`src/rtl/cdm_seq_mul.sv`:
```
// Sequential carry-disregard approximate multiplier: B is consumed SLICE bits per clock,
// and each slice's partial product is folded into the accumulator with an optionally carry-free adder.
module cdm_seq_mul #(
    parameter int WIDTH       = 8,
    parameter int SLICE       = 4,
    parameter int APPROX_BITS = 8
) (
    input  logic               clk,
    input  logic               rst,
    input  logic               in_valid,
    output logic               in_ready,
    input  logic [WIDTH-1:0]   A,
    input  logic [WIDTH-1:0]   B,
    input  logic               mode,
    output logic               out_valid,
    input  logic               out_ready,
    output logic [2*WIDTH-1:0] R,
    output logic               busy
);

    localparam int N  = WIDTH / SLICE;
    localparam int CW = (N > 1) ? $clog2(N) : 1;
    localparam int PW = WIDTH + SLICE;
    localparam int RW = 2 * WIDTH;

    // Positions below APPROX_BITS combine by XOR in approximate mode
    localparam logic [RW:0]   ONE_EXT     = (RW+1)'(1);
    localparam logic [RW:0]   MASK_EXT    = (ONE_EXT << APPROX_BITS) - ONE_EXT;
    localparam logic [RW-1:0] APPROX_MASK = MASK_EXT[RW-1:0];

    typedef enum logic [1:0] {
        S_IDLE = 2'd0,
        S_BUSY = 2'd1,
        S_DONE = 2'd2
    } state_e;

    state_e          state_q, state_d;
    logic [WIDTH-1:0] a_q, a_d;
    logic [WIDTH-1:0] b_q, b_d;
    logic            mode_q, mode_d;
    logic [RW-1:0]   acc_q, acc_d;
    logic [CW-1:0]   cnt_q, cnt_d;
    logic            in_ready_q, in_ready_d;
    logic            out_valid_q, out_valid_d;
    logic            busy_q, busy_d;

    logic [31:0]      shamt_s;
    logic [SLICE-1:0] slice_s;
    logic [PW-1:0]    pp_s;
    logic [RW-1:0]    shifted_s;
    logic [RW-1:0]    sum_s;
    logic             last_slice_s;

    // The upper field is added with its carry-in forced to zero by masking out the low field
    function automatic logic [RW-1:0] cdadd(input logic [RW-1:0] x,
                                            input logic [RW-1:0] y,
                                            input logic          m);
        logic [RW-1:0] res;
        if (m) begin
            res = ((x & ~APPROX_MASK) + (y & ~APPROX_MASK)) | ((x ^ y) & APPROX_MASK);
        end else begin
            res = x + y;
        end
        return res;
    endfunction

    // State, operand, accumulator and registered output flops
    always_ff @(posedge clk) begin
        if (rst) begin
            state_q     <= S_IDLE;
            a_q         <= {WIDTH{1'b0}};
            b_q         <= {WIDTH{1'b0}};
            mode_q      <= 1'b0;
            acc_q       <= {RW{1'b0}};
            cnt_q       <= {CW{1'b0}};
            in_ready_q  <= 1'b1;
            out_valid_q <= 1'b0;
            busy_q      <= 1'b0;
        end else begin
            state_q     <= state_d;
            a_q         <= a_d;
            b_q         <= b_d;
            mode_q      <= mode_d;
            acc_q       <= acc_d;
            cnt_q       <= cnt_d;
            in_ready_q  <= in_ready_d;
            out_valid_q <= out_valid_d;
            busy_q      <= busy_d;
        end
    end

    // Next-state selection
    always_comb begin
        state_d = state_q;
        case (state_q)
            S_IDLE: begin
                if (in_valid) begin
                    state_d = S_BUSY;
                end else begin
                    state_d = S_IDLE;
                end
            end
            S_BUSY: begin
                if (last_slice_s) begin
                    state_d = S_DONE;
                end else begin
                    state_d = S_BUSY;
                end
            end
            S_DONE: begin
                if (out_ready) begin
                    state_d = S_IDLE;
                end else begin
                    state_d = S_DONE;
                end
            end
            default: state_d = S_IDLE;
        endcase
    end

    // Handshake outputs are decoded from the next state so they leave a flop
    always_comb begin
        in_ready_d  = 1'b0;
        out_valid_d = 1'b0;
        busy_d      = 1'b0;
        case (state_d)
            S_IDLE:  in_ready_d  = 1'b1;
            S_BUSY:  busy_d      = 1'b1;
            S_DONE:  out_valid_d = 1'b1;
            default: in_ready_d  = 1'b1;
        endcase
    end

    // One slice of partial product per cycle, shifted into place and accumulated
    always_comb begin
        shamt_s      = 32'(cnt_q) * 32'(SLICE);
        slice_s      = SLICE'(b_q >> shamt_s);
        pp_s         = PW'(a_q) * PW'(slice_s);
        shifted_s    = RW'(pp_s) << shamt_s;
        sum_s        = cdadd(acc_q, shifted_s, mode_q);
        last_slice_s = (cnt_q == CW'(N - 1));

        a_d    = a_q;
        b_d    = b_q;
        mode_d = mode_q;
        acc_d  = acc_q;
        cnt_d  = cnt_q;
        case (state_q)
            S_IDLE: begin
                if (in_valid) begin
                    a_d    = A;
                    b_d    = B;
                    mode_d = mode;
                    acc_d  = {RW{1'b0}};
                    cnt_d  = {CW{1'b0}};
                end else begin
                    acc_d  = acc_q;
                end
            end
            S_BUSY: begin
                acc_d = sum_s;
                cnt_d = cnt_q + CW'(1);
            end
            S_DONE:  acc_d = acc_q;
            default: acc_d = acc_q;
        endcase
    end

    assign in_ready  = in_ready_q;
    assign out_valid = out_valid_q;
    assign busy      = busy_q;
    assign R         = acc_q;

endmodule
```
`config.mk`:
```
export PLATFORM = sky130hd
export DESIGN_NAME = cdm_seq_mul
export DESIGN_NICKNAME = d
export VERILOG_FILES = /design/src/rtl/cdm_seq_mul.sv
export SDC_FILE = /design/constraint.sdc
export NUM_CORES = 1
export LEC_CHECK = 0
export CORE_ASPECT_RATIO = 1.75
export CORE_MARGIN = 1
export CORE_UTILIZATION = 28
export DETAILED_ROUTE_END_ITERATION = 10
export SLEW_MARGIN = 30
export SYNTH_ARGS = -nofsm -noshare
export SYNTH_HDL_FRONTEND = slang
export SYNTH_SLANG_ARGS = --single-unit
```
`constraint.sdc`:
```
create_clock -name clk -period 17 [get_ports clk]
set_clock_uncertainty 0.2 [all_clocks]
set_input_delay 3.4 -clock clk [delete_from_list [all_inputs] [get_ports clk]]
set_output_delay 3.4 -clock clk [all_outputs]
set_load 0.05 [all_outputs]
```
# Word level (Yosys, flattened, before mapping)

Cells that the tools add are included.

Div/mod/pow operators: 0
Eq/ne operators: 5
Multiplexer cells: 12
Reductions and logical operators: 5
Add/sub/neg operators: 3
Multipliers: 1
$lt $le $gt $ge: 0
Shift operators: 2
Bitwise logic cells: 2

Operators by type and width:

| cell                                                                  | count |
|---|---|
| 16-bit adder                                                          | 2 |
| 16-bit two-way mux                                                    | 2 |
| 16-bit one-hot mux with 2 select lines                                | 1 |
| 16-bit by 8-bit OR with 16-bit output                                 | 1 |
| 12-bit by 3-bit << shifter with 16-bit output                         | 1 |
| 8-bit by 4-bit multiplier with 12-bit output                          | 1 |
| 8-bit by 3-bit >> shifter with 4-bit output                           | 1 |
| 8-bit XOR                                                             | 1 |
| 2-bit one-hot mux with 3 select lines                                 | 1 |
| 1-bit two-way mux                                                     | 5 |
| 2-bit by 1-bit equality test with 1-bit output, second input constant | 2 |
| 2-bit equality test, second input constant                            | 2 |
| 2-bit two-way mux                                                     | 2 |
| 2-bit AND reduction                                                   | 2 |
| 2-bit logical NOT                                                     | 1 |
| 2-bit != test, second input constant                                  | 1 |
| 1-bit one-hot mux with 2 select lines                                 | 1 |
| 2-bit nonzero test                                                    | 1 |
| 2-bit OR reduction                                                    | 1 |
| 1-bit adder, second input constant                                    | 1 |

Flip-flop bits (word level): 39
RAM bits: 0
Output and inout bits: 19
Bits in latches: 0
Logic and storage cells: 39
Memories kept: 0
Memory bits (read-only): 0
Input port bits: 21

# Longest topological paths before layout

Depth after elaboration: 7
Mapped depth: 24
Depth with buffers taken out: 22

# Worst setup path before layout

OpenSTA, ideal clock, no wires.

Path kind: register -> register
Start point: reg cnt_q
End point: reg acc_q[15], in the netlist R[15]
Path slack: 11375 ps
Data required time: 16726 ps
Clock period less this slack: 5625 ps
Setup time: 74 ps
Arrival time: 5351 ps
Path buffers: 2
Cell stages (with the launch flop): 24
Cell sequence: dfxtp_1 > buf_2 > mux2i_1 > nor2b_1 > fa_1 > inv_1 > fa_1 > inv_1 > ha_1 > a21o_1 > a21oi_1 > o21bai_1 > a2111oi_0 > nor3_1 > xnor2_1 > o21ai_0 > ha_1 > buf_2 > a311oi_1 > a21bo_2 > o21ai_1 > or3_1 > a211o_1 > o21ai_0

Cells in the longest elaborated chain, start to end: 7
Elaborated cells on any way between the ends: 8
Classes of those cells: add/sub (2); mul (1); shift (2); mux (2); bitwise (1)

RTL lines:

| item                                            | RTL line | text |
|---|---|---|
| from (decl)                                     | 42       | `logic [CW-1:0] cnt_q, cnt_d;` |
| from (signal assigned)                          | 75       | `cnt_q <= {CW{1'b0}};` |
| from (signal assigned)                          | 85       | `cnt_q <= cnt_d;` |
| 8-bit by 3-bit >> shifter with 4-bit output     | 137      | `slice_s = SLICE'(b_q >> shamt_s);` |
| 8-bit by 4-bit multiplier with 12-bit output    | 138      | `pp_s = PW'(a_q) * PW'(slice_s);` |
| 12-bit by 3-bit << shifter with 16-bit output * | 139      | `shifted_s = RW'(pp_s) << shamt_s;` |
| 16-bit adder                                    | 60       | `res = ((x & ~APPROX_MASK) + (y & ~APPROX_MASK)) \| ((x ^ y) & APPROX_MASK);` |
| 16-bit by 8-bit OR with 16-bit output           | 60       |  |
| 16-bit two-way mux *                            | 59       | `if (m) begin` |
| 16-bit one-hot mux with 2 select lines *        | 148      | `case (state_q)` |
| to (signal assigned)                            | 74       | `acc_q <= {RW{1'b0}};` |
| to (decl)                                       | 41       | `logic [RW-1:0] acc_q, acc_d;` |

Mark *: on every way between the ends. The rest lies on a longest branch, timed or not.
A chain may end at the register's enable or synchronous reset.

# Worst setup path after layout

Same ends and word-level chain as after synthesis.

==> results_dict.tcl <==
set metrics [dict create \
    core_sq_um 11600 \
    m1WireLength_um 3250 \
    syn_avg_cell_area_sq_um 7.99 \
    synth_nets 487 \
    start_util 0.289 \
    die-area_sq_um 12400 \
    min_path_type "flop to flop" \
    max_cap_violations 0 \
    crit_slowest_cell "dfxtp_1" \
    timing.fmax_mhz 151 \
    gp_congestion 0.896 \
    post-route-drc-count 0 \
    drtPass1Iterations 6 \
    yosys-top-cells-area "dfxtp_1 (23%), ha_1 (12%), fa_1 (8.4%)" \
    rows 52 \
    vias_per_cell 5.00 \
    placed_area_sq_um 3860 \
    clk_latency_ps 290 \
    cp.arrival_ps 6640 \
    worstPathRequired_ps 17020 \
    power.density_nw_per_um2 60.0 \
    final-seq-area_sq_um 781 \
    tns_ps 0 \
    synth.top_cell.area_share 0.233 \
    outcome "complete, no violations" \
    wl_met3_um 223 \
    fillers 1263 \
    worst_slew_pin_slew_ps 755 \
    ys_ff_latch 39 \
    min_path_cells 2 \
    ys_top_cells_by_count "nand2_1 (57), a21oi_1 (41), dfxtp_1 (39)" \
    die_h_um 147 \
    fin_crit_ps 6620 \
    overflow 0 \
    total_power_uw 240 \
    final_nets 519 \
    htree_num_levels 2 \
    stdcell_area_sq_um 4000 \
    power_switching_uw 71.8 \
    grt_max_degree 35 \
    drive_gt1_frac 0.0531 \
    path_class "flop to flop" \
    place_inst 579 \
    fp.dieW_um 84.6 \
    synth_edf_count 0 \
    grt_pass1_vias 3009 \
    ys.flop_type "dfxtp_1" \
    synthArstFlopShare 0 \
    cp-start-kind "flop" \
    routed.top_layer "met4" \
    finalCritPeriodShare 0.389 \
    multi_input_area_sq_um 2400 \
    p_comb_frac 0.184 \
    syn-cell-area_sq_um 3350 \
    ctsResizeCount 0 \
    seq_area_frac_synth 0.233 \
    rrSetupSlack_ps 10380 \
    grt_pass1_wl_um 13900 \
    cts_root_buf "clkbuf_16" \
    portBuffers 39 \
    fin_cells 587 \
    postSynthCellCount 419 \
    endpoint_kind "flop" \
    p_clk_frac 0.397 \
    r2r-start "cnt_q$_SDFFE_PP0P_" \
    ctsHoldBuffers 0 \
    final_util 0.346 \
    routed-via-count 2935 \
    cts_num_sinks 39 \
    yosysUniqueCellTypes 50 \
    swShare 0.299 \
    p_seq_frac 0.420 \
    yosysMostFrequentCell "nand2_1" \
    clock_path_buffers 2 \
    slew_headroom 0.496 \
    path_cells "mux2i_1 -> nand2b_1 -> fa_1 -> inv_1 -> fa_1 -> fa_1 -> a21o_1 -> a21oi_1 -> o21bai_1 -> a2111oi_0 -> nor3_1 -> xnor2_1 -> o21ai_0 -> ha_1 -> a311oi_1 -> a21bo_2 -> o21ai_1 -> or3_1 -> a211o_1 -> o21ai_0" \
    clkTransAtPathRegs_ps 60 \
    cts_tree "built" \
    dp_hpwl_um 6660 \
    cellLeakagePower_uw 0.00172 \
    cpPeakStageDelay_ps 810 \
    drt_wl_total_um 8320 \
    r2r_end "R[15]$_SDFFE_PP0P_" \
    drtIter0Drc 152 \
    top_level_ports 40 \
    hold_violations 0 \
    yosys.area.top_type "dfxtp_1" \
    reg2regPathDepth 20 \
    area_delta_synth_final_pct 19.6 \
    num_antenna_cells 0 \
    wl_met2_um 4590 \
    setup.worst_path.start "cnt_q$_SDFFE_PP0P_" \
    p_int_uw 168 \
    grt_usage 0.140 \
    setup_viol 0 \
    grt_setup_unrepaired "no" \
    ys_warn_count 0 \
    cpMostUsedCell "fa_1" \
    grt_antenna_before_repair 0 \
    cts_setup_buffers 0 \
    drtAntennaViolNets 0 \
    cts_made_buffers 5 \
    path_max_fanout 21 \
    crit_path_end "R[15]$_SDFFE_PP0P_" \
    finalMaxSlewViolations 0 \
    ir_drop_v 0.0000714 \
    wl_per_cell_um 14.2 \
]
[power groups by stage]
stage,logic [uW],clock network (uW),registers (uW)
2_1_floorplan,28.5,0,104
3_3_place_gp,43.9,0,102
3_5_place_dp,44.6,0,103
4_1_cts,44.8,98.4,101
5_1_grt,49.2,102,101
6_report,44.1,95.2,101
[worst min-delay path by stage]
stage | from | end | slack [ps]
CTS | b_q[2]$_SDFFE_PP0P_ | b_q[2]$_SDFFE_PP0P_ | 260
floorplan | b_q[1]$_SDFFE_PP0P_ | b_q[1]$_SDFFE_PP0P_ | 240
detailed placement | b_q[2]$_SDFFE_PP0P_ | b_q[2]$_SDFFE_PP0P_ | 250
global placement | b_q[5]$_SDFFE_PP0P_ | b_q[5]$_SDFFE_PP0P_ | 250
global route | b_q[3]$_SDFFE_PP0P_ | b_q[3]$_SDFFE_PP0P_ | 280
finish | b_q[6]$_SDFFE_PP0P_ | b_q[6]$_SDFFE_PP0P_ | 260
[critical path: cells and delay by family (launching register included)]
| family | cells | cell delay (ps) |
|---|---|---|
| AO/OA/AOI/OAI | 10 | 2100 |
| adder cells (fa/ha/maj) | 4 | 1770 |
| flip-flops | 1 | 810 |
| XOR/XNOR | 1 | 200 |
| buffers and inverters | 1 | 90 |
| AND/OR/NAND/NOR | 3 | 720 |
| multiplexers | 1 | 660 |
[kinds of logic (layout without fill, tap and decap cells)]
logic type | Yosys count | count (layout) | synth area share
compound gates | 104 | 104 | 0.197
flops | 39 | 39 | 0.233
mux | 10 | 10 | 0.0318
fa+ha+maj | 47 | 47 | 0.207
xor+xnor | 19 | 19 | 0.0497
simple gates | 157 | 157 | 0.232
buf+inv | 43 | 76 | 0.0497
[registers in the layout (all words and copies together) (netlist names)]
name,flops
state_q,2
a_q,8
b_q,8
out_valid,1
R,16
mode_q,1
cnt_q,1
in_ready,1
busy,1
[layout by cell type, fill, tap and decap left out, types with 2 or more instances in the layout]
cell             instances
a21o_1                   8
a22oi_1                  5
mux2_2                   5
o21ba_1                  2
o21ai_1                  2
dfxtp_1                 39
o21ai_0                 19
and2_1                   8
nor2b_1                 31
inv_1                   27
clkdlybuf4s50_1         39
a21oi_2                  2
xor2_1                   3
or3_1                    2
nor2_1                  24
clkinvlp_4               2
a311oi_1                 2
fa_1                    14
a211oi_2                 2
nand2b_1                 8
nand2_1                 57
nand4_1                  5
nor3_1                   7
buf_4                    2
clkbuf_16                5
a21oi_1                 41
o21bai_1                 7
a31oi_1                  4
nand3_1                  6
nand3b_1                 2
ha_1                    33
mux2i_1                  5
xnor2_1                 16
[area by class of cell]
cell class	count	area share
Multi-Input combinational cell	337	0.600
Sequential cell	39	0.195
Timing Repair Buffer	41	0.101
Tap cell	135	0.0422
Clock buffer	5	0.0313
Inverter	27	0.0253
Clock inverter	3	0.00500
[per-stage QoR]
step	hold slack, ps	setup slack, ps
after floorplan	236	11370
final	259	10380
after detailed placement	253	10500
after global placement	247	10730
after CTS	262	10430
after global routing	281	9860
[metal layers]
| metal | vias up | GRT usage |
|---|---|---|
| met1 | 1371 | 0.145 |
| li1 | 1496 | - |
| met3 | 16 | 0.0215 |
| met2 | 52 | 0.268 |
| met4 | 0 | 0.0653 |
| met5 | - | 0 |
Power figures use the tool's default switching activity.
